File: src/rtl/approx_acc_pkg.sv
// Shared types and defaults for the approximate-product accumulator.
// Holds the FSM state encoding, default widths and the saturation ceiling helper.
package approx_acc_pkg;

    typedef enum logic [1:0] {
        IDLE  = 2'd0,
        ACCUM = 2'd1,
        HOLD  = 2'd2
    } state_e;

    localparam int PROD_W_DEF  = 16;
    localparam int ACC_W_DEF   = 24;
    localparam int MAX_LEN_DEF = 256;

    // All-ones value of a w-bit unsigned quantity (w up to 63).
    function automatic logic [63:0] sat_max(input int unsigned w);
        return (64'd1 << w) - 64'd1;
    endfunction

endpackage

File: src/rtl/sat_add_u.sv
// Unsigned saturating adder: W-bit accumulator plus zero-extended IN_W-bit operand.
// The sum is formed at W+1 bits; bit W is the carry that triggers the clamp.
module sat_add_u
    import approx_acc_pkg::*;
#(
    parameter int W    = ACC_W_DEF,
    parameter int IN_W = PROD_W_DEF
) (
    input  logic [W-1:0]    a_i,
    input  logic [IN_W-1:0] b_i,
    output logic [W-1:0]    sum_o,
    output logic            ovf_o
);

    localparam logic [W-1:0] SAT_MAX = W'(sat_max(W));

    logic [W:0] full;

    assign full  = {1'b0, a_i} + {{(W + 1 - IN_W){1'b0}}, b_i};
    assign ovf_o = full[W];
    assign sum_o = full[W] ? SAT_MAX : full[W-1:0];

endmodule

File: src/rtl/approx_prod_accumulator.sv
// Accumulates a packet of multiplier products into a saturating sum and
// returns sum, beat count and overflow/truncation flags over valid/ready.
module approx_prod_accumulator
    import approx_acc_pkg::*;
#(
    parameter int PROD_W  = PROD_W_DEF,
    parameter int ACC_W   = ACC_W_DEF,
    parameter int MAX_LEN = MAX_LEN_DEF,
    parameter int CNT_W   = $clog2(MAX_LEN + 1)
) (
    input  logic              clk,
    input  logic              rst,
    input  logic              in_valid,
    output logic              in_ready,
    input  logic [PROD_W-1:0] in_data,
    input  logic              in_last,
    output logic              out_valid,
    input  logic              out_ready,
    output logic [ACC_W-1:0]  out_sum,
    output logic [CNT_W-1:0]  out_count,
    output logic              out_overflow,
    output logic              out_truncated
);

    // Handshake: a beat moves when in_valid && in_ready; a result moves when
    // out_valid && out_ready. in_ready only drops while a result is stuck.
    state_e             state_q, state_d;
    logic [ACC_W-1:0]   acc_q, acc_d;
    logic [CNT_W-1:0]   cnt_q, cnt_d;
    logic               ovf_q, ovf_d;
    logic               out_valid_q, out_valid_d;
    logic [ACC_W-1:0]   sum_q, sum_d;
    logic [CNT_W-1:0]   count_q, count_d;
    logic               ovf_out_q, ovf_out_d;
    logic               trunc_q, trunc_d;

    logic [ACC_W-1:0]   add_sum;
    logic               add_ovf;
    logic               accept, handshake, start_new, close;
    logic [ACC_W-1:0]   acc_n;
    logic [CNT_W-1:0]   cnt_n;
    logic               ovf_n;

    sat_add_u #(
        .W    (ACC_W),
        .IN_W (PROD_W)
    ) u_add (
        .a_i   (acc_q),
        .b_i   (in_data),
        .sum_o (add_sum),
        .ovf_o (add_ovf)
    );

    assign in_ready  = !rst && ((state_q != HOLD) || out_ready);
    assign accept    = in_valid && in_ready;
    assign handshake = out_valid_q && out_ready;
    // Outside ACCUM an accepted beat always opens a fresh packet.
    assign start_new = (state_q != ACCUM);
    assign acc_n     = start_new ? ACC_W'(in_data) : add_sum;
    assign cnt_n     = start_new ? CNT_W'(1) : cnt_q + CNT_W'(1);
    assign ovf_n     = start_new ? 1'b0 : (ovf_q | add_ovf);
    assign close     = in_last || (cnt_n == CNT_W'(MAX_LEN));

    always_comb begin
        state_d     = state_q;
        acc_d       = acc_q;
        cnt_d       = cnt_q;
        ovf_d       = ovf_q;
        out_valid_d = out_valid_q;
        sum_d       = sum_q;
        count_d     = count_q;
        ovf_out_d   = ovf_out_q;
        trunc_d     = trunc_q;

        if (handshake) begin
            out_valid_d = 1'b0;
            state_d     = IDLE;
        end

        if (accept) begin
            acc_d = acc_n;
            cnt_d = cnt_n;
            ovf_d = ovf_n;
            if (close) begin
                out_valid_d = 1'b1;
                sum_d       = acc_n;
                count_d     = cnt_n;
                ovf_out_d   = ovf_n;
                trunc_d     = !in_last;
                state_d     = HOLD;
            end else begin
                state_d = ACCUM;
            end
        end
    end

    always_ff @(posedge clk or posedge rst) begin
        if (rst) begin
            state_q     <= IDLE;
            acc_q       <= '0;
            cnt_q       <= '0;
            ovf_q       <= 1'b0;
            out_valid_q <= 1'b0;
            sum_q       <= '0;
            count_q     <= '0;
            ovf_out_q   <= 1'b0;
            trunc_q     <= 1'b0;
        end else begin
            state_q     <= state_d;
            acc_q       <= acc_d;
            cnt_q       <= cnt_d;
            ovf_q       <= ovf_d;
            out_valid_q <= out_valid_d;
            sum_q       <= sum_d;
            count_q     <= count_d;
            ovf_out_q   <= ovf_out_d;
            trunc_q     <= trunc_d;
        end
    end

    assign out_valid     = out_valid_q;
    assign out_sum       = sum_q;
    assign out_count     = count_q;
    assign out_overflow  = ovf_out_q;
    assign out_truncated = trunc_q;

endmodule

File: config.mk
export PLATFORM = sky130hd
export DESIGN_NAME = approx_prod_accumulator
export DESIGN_NICKNAME = d
export VERILOG_FILES = /design/src/rtl/approx_acc_pkg.sv /design/src/rtl/sat_add_u.sv /design/src/rtl/approx_prod_accumulator.sv
export SDC_FILE = /design/constraint.sdc
export NUM_CORES = 1
export LEC_CHECK = 0
export CORE_UTILIZATION = 56
export DETAILED_ROUTE_END_ITERATION = 7
export GPL_TIMING_DRIVEN = 0
export PLACE_DENSITY = 0.81
export SKIP_CTS_REPAIR_TIMING = 1
export SYNTH_ARGS = -nofsm -noshare
export SYNTH_HDL_FRONTEND = slang
export SYNTH_SLANG_ARGS = --single-unit
File: constraint.sdc
create_clock -name clk -period 2.8 [get_ports clk]
set_input_delay 0.56 -clock clk [delete_from_list [all_inputs] [get_ports clk]]
set_output_delay 0.56 -clock clk [all_outputs]
set_load 0.05 [all_outputs]
Word level (Yosys, flattened, before mapping)
Cells that the tools add are included.

operators by class
  add/sub/neg operators = 2
  equality and inequality tests = 3
  muxes and demuxes = 10
  bitwise logic cells = 1
  reductions and logical operators = 9

operators by type and width
  operator                                       count
  2-to-1 mux 24 bit                              2
  adder 24 x 16 -> 25 bit                        1
  adder 9 x 1 -> 9 bit, second input constant    1
  == test 9 bit, second input constant           1
  2-to-1 mux 9 bit                               1
  2-to-1 mux 2 bit                               3
  2-to-1 mux 1 bit                               4
  logical AND 1 bit                              3
  zero test 1 bit                                2
  logical OR 1 bit                               2
  != test 2 x 1 -> 1 bit, second input constant  1
  != test 2 bit, second input constant           1
  AND reduction 2 bit                            1
  nonzero test 2 bit                             1
  bitwise OR 1 bit                               1

word-level totals
  register bits after elaboration = 72
  input bits = 21
  output and inout port bits = 37

Depth between registers and ports, before layout
  depth after elaboration = 6
  depth in mapped cells = 11

Cells and area by module
Synthesis repeated with hierarchy kept, for this count alone.

second synthesis, totals
  cells, all modules = 488
  area total of the unflattened synthesis = 4,388.0 µm²

by module, submodules not included
  module                   instances  cells each  area an instance (µm²)  sequential area each (µm²)
  approx_prod_accumulator  1          313         3,191.8                 1,801.7
  sat_add_u                1          175         1,196.1                 0.0

Least setup slack after synthesis
Ideal clock, no wire load.

  path type = in2reg
  from = in rst
  to = reg cnt_q[3]
  setup time = 0.128 ns
  data arrival time = 3.082 ns
  path slack = -0.411 ns
  stages = 5
  path buffers = 1
  cells stage by stage = inv_1 > nand3b_1 > clkbuf_1 > o21ai_0 > o31ai_1

on the way
  word-level cells in the longest chain between the ends = 3

ends and longest elaborated chain
  what                              line                            RTL
  start: declaration                approx_prod_accumulator.sv:12   input logic rst,
  zero test 1 bit (no source line)  -
  logical AND 1 bit                 approx_prod_accumulator.sv:54   assign in_ready = !rst && ((state_q != HOLD) || out_ready);
  logical AND 1 bit                 approx_prod_accumulator.sv:55   assign accept = in_valid && in_ready;
  end signal: assignment            approx_prod_accumulator.sv:111  cnt_q <= cnt_d;
  end: declaration                  approx_prod_accumulator.sv:29   logic [CNT_W-1:0] cnt_q, cnt_d;

No other way between the ends.
A chain may end at the register's enable or synchronous reset.

Final worst setup path
  from = in in_data[7]
  to = reg sum_q[5], in the netlist out_sum[5]

on the way
  word-level cells in the longest chain between the ends = 3

ends and longest elaborated chain
  what                     line                            RTL
  start: declaration       approx_prod_accumulator.sv:15   input logic [PROD_W-1:0] in_data,
  adder 24 x 16 -> 25 bit  sat_add_u.sv:19                 assign full = {1'b0, a_i} + {{(W + 1 - IN_W){1'b0}}, b_i};
  2-to-1 mux 24 bit        sat_add_u.sv:21                 assign sum_o = full[W] ? SAT_MAX : full[W-1:0];
  2-to-1 mux 24 bit        approx_prod_accumulator.sv:59   assign acc_n = start_new ? ACC_W'(in_data) : add_sum;
  end signal: assignment   approx_prod_accumulator.sv:114  sum_q <= sum_d;
  end: declaration         approx_prod_accumulator.sv:32   logic [ACC_W-1:0] sum_q, sum_d;

No other way between the ends.

==> run summary <==
The flow ran to the end, and the final reports show no timing, DRC or antenna violations. Die outline area: 8388 um^2. The post-DP HPWL was 8752 um; the maximum achievable frequency was 357.3 MHz. Walking the worst path, the cells encountered are clkdlybuf4s50_1, ha_1, buf_4, a21oi_4, o211ai_1, a21oi_2, a31o_2, buf_4, a31oi_1, mux2_4.

For this run, the slowest stage of the critical path takes 0.44 ns. Maximum number of pins on one net before global-route repair: 43. Grouping stages by cell kind, the critical path spends the most delay in compound AO/OA/AOI/OAI gates. For the final worst-path setup slack, the log shows 0.001018 ns. The post-synthesis async set-or-reset flop share is 100.0%, and the number of global-route vias before repair is 3935. During synthesis, Yosys emitted a total of 0 warnings. The count of nets left with antenna violations once routing finished came out at 0. The critical path runs through a total of 10 cells.

The area share of the largest cell type after synthesis was 40.09%. The number of clock buffers added by TritonCTS is 9. For the portion of the post-synthesis area used by sequential elements, the log shows 40.09%. Setup violations remaining at the end of the flow were counted as 0. The run gives 19540 um as the global-route wire length before repair. The die is 91.59 um tall. The first detailed-routing pass took 5 iterations.

The launching point of the worst reg2reg path is acc_q[5]. The via count normalized by instance count is 6.114, and the clock-pin slew on the worst setup and hold paths is 0.08 ns. The logs give 0.8684 for the routability congestion estimate and 0.2746 ns for the minimum hold slack. The number of remaining DRC errors is 0. The tools report the global-route congestion overflow total as 0.

The slowest cell on the critical path is clkdlybuf4s50_1. The final layout contains routed wiring with a total length of 12710 um. The worst setup path is captured at a flip-flop.

The logs give -0.9267 ns for the worst slack after detailed placement and 0.5952 mV for the maximum ir drop on the vdd rail. The maximum buffer depth of the clock tree came out at 2. The worst setup path is of the in -> reg kind.

Measured along the x axis, the die boundary spans 91.59 um. The number of sinks driven by the clock tree is 72. Number of slew-limit violations in the final report: 0. STA puts the critical path data required time at 3.04 ns. Dividing total power by cell area gives a power density of 890.2 nW/um^2. The tightest min-delay check is of the in -> async type. By area the synthesized netlist is led by dfrtp_1 40%, nand2_1 6.5%, mux2_4 5.3%. The worst-margin pin slew is 0.9473 ns, and the total via count after detailed routing is 4090.

In this run the worst setup path begins at in_data[7]. In the synthesized netlist, the number of instances is 487. The repair_antennas step left the layout with diodes totalling 0.

In the final routed layout, each cell accounts on average for 19.00 um. In the finished design, the share of the clock period the worst path needs comes to 99.96%. The smallest clock period supported by the final layout is computed as 2.799 ns. The number of top-level pins was 58; the initial standard-cell utilization of the core was 58.16%. After synthesis the netlist holds a flip-flop and latch count of 72.

TritonCTS built the clock tree. The number of nets in the synthesized netlist is 526. The cell area after technology mapping came out at 4494 um^2. The worst clock skew was 0.01441 ns. The number of enable flip-flop cells after synthesis is 0. For this design the static power due to leakage is 2.575 nW.

Relative to the synthesized area, the layout overhead comes to 29.62%. Flip-flop cell with the highest count after synthesis: dfrtp_1. The tools report the type of origin of the critical path as an input port. In the final layout, the share of cells above drive strength 1 is 18.87%. The tools report the count of final hold-check violations as 0. In the final design database the tool counted 601 nets.

The H-tree generated during clock tree synthesis spans 3 levels. The detailed router's first-iteration violation count was 256; the max-capacitance violation count was 0. The initialized floorplan defines 32 standard-cell rows.

At the worst endpoint, the arrival time is 3.04 ns. Ranked by instance count, the synthesized netlist is headed by 78 x nand2_1, 72 x dfrtp_1, 45 x nor2_1. By instance count, the cell type seen most on the critical path is buf_4. Buffers placed on the I/O ports in this run total 57. The tightest slew margin relative to the limit was 36.50%.

At the end of the flow the core is filled with cells to 75.39%. Setup repair after global routing could not meet its margin everywhere. CTS placed an instance of clkbuf_8 at the clock tree root. The most frequently used cell type in the post-synthesis netlist is nand2_1.

The clock latency on the worst-skew pair is 0.35 ns. The average cell area after synthesis was 9.229 um^2; the cell depth of the worst flop-to-flop path was 9. The largest total area in the synthesized netlist belongs to dfrtp_1. The tools report the placeable core area as 7727 um^2.

The count of distinct cell types in the synthesized netlist is 62. The aggregate global-route resource usage is 30.22%, and the critical-path maximum fanout is 10. The number of antenna violations at the first check in global routing was 0.

The total buffers and inverters traversed by the critical path came out at 3.
placed cells by master (no fill, tap or decap), types with 5 or more instances in the layout:
cell and count:
a21o_1 8, inv_1 13, a31oi_1 12, mux2i_1 7, xor2_1 11, mux2_4 16, o31ai_1 9, clkbuf_8 10
buf_6 5, xnor2_1 9, a21oi_1 27, nand2_1 76, buf_4 11, ha_1 6, ha_4 8, a22o_1 5
clkbuf_1 10, nand3_1 13, clkdlybuf4s50_1 48, dlymetal6s2s_1 9, nor2_1 45, dfrtp_1 72, o21ai_0 20, mux2_2 6
area by class of cell:
| cell class | instances | area, um^2 |
|---|---|---|
| repair inverters | 1 | 5.005 |
| clock inverters | 6 | 67.56 |
| multi-input cells | 375 | 2791 |
| plain buffers | 22 | 157.7 |
| flip-flops and latches | 72 | 1802 |
| inverters | 14 | 56.30 |
| repair buffers | 67 | 680.7 |
| fillers | 534 | 1902 |
| well taps | 102 | 127.6 |
| clock buffers | 10 | 137.6 |
state kept, by name, summed over array words and instances (netlist names):
| name | cells |
|---|---|
| cnt_q | 9 |
| out_truncated | 1 |
| out_valid | 1 |
| out_count | 9 |
| state_q | 2 |
| out_overflow | 1 |
| ovf_q | 1 |
| out_sum | 24 |
| acc_q | 24 |
routing by layer:
metal / track usage, % / vias up / share of wire (%)
met5: 0 / - / 0
met4: 12.83 / 0 / 2.2
met3: 4.941 / 27 / 6.0
met2: 46.87 / 167 / 47
met1: 41.84 / 2008 / 45
li1: - / 1888 / -
power breakdown:
part           total, mW  leakage (nW)  internal [mW]  switching, mW
sequential          1.51         0.922           1.30          0.213
clock              0.863        0.0989          0.439          0.424
combinational       2.81          1.55           1.16           1.65
total               5.19          2.58           2.90           2.28
worst register-to-register path, cell delays in order (launching register included):
cell      delay, ns
dfrtp_1        0.39
ha_1           0.31
buf_6          0.14
and4_1         0.21
a221o_1        0.41
a2111o_1       0.46
buf_4          0.14
nor3b_4        0.15
a31o_4         0.26
o31ai_4        0.21
kinds of logic after synthesis:
family | after synthesis | synth area share (%)
AOI/OAI and AO/OA | 130 | 19.38
xor gates and xnor gates | 20 | 3.898
adders and majority gates | 18 | 5.178
buffers and inverters | 40 | 4.732
DFF | 72 | 40.09
muxes | 29 | 8.408
and+or+nand+nor | 178 | 18.32
metrics by stage:
| stage | instances | cell area [um^2] | power [mW] | TNS (ns) |
|---|---|---|---|---|
| 6_report | 669 | 5826 | 5.186 | 0 |
| 5_1_grt | 669 | 5826 | 5.460 | -0.1977 |
| 4_1_cts | 663 | 5421 | 4.829 | -17.64 |
| 3_5_place_dp | 647 | 5216 | 3.961 | -40.72 |
| 3_3_place_gp | 646 | 5196 | 3.906 | -54.11 |
| 2_1_floorplan | 487 | 4498 | 3.270 | 0 |
worst paths after layout:
check / slack (ns) / end
setup / recovery: 0.001 / out_sum[5]
max in group asynchronous: 1.80 / cnt_q[6]
min in group clk: 0.49 / out_sum[16]
hold / removal: 0.27 / out_count[6]
hold reg to reg: 0.49 / out_sum[16]
setup reg to reg: 0.03 / out_sum[23]
No activity file was read; power rests on OpenSTA's default activity.
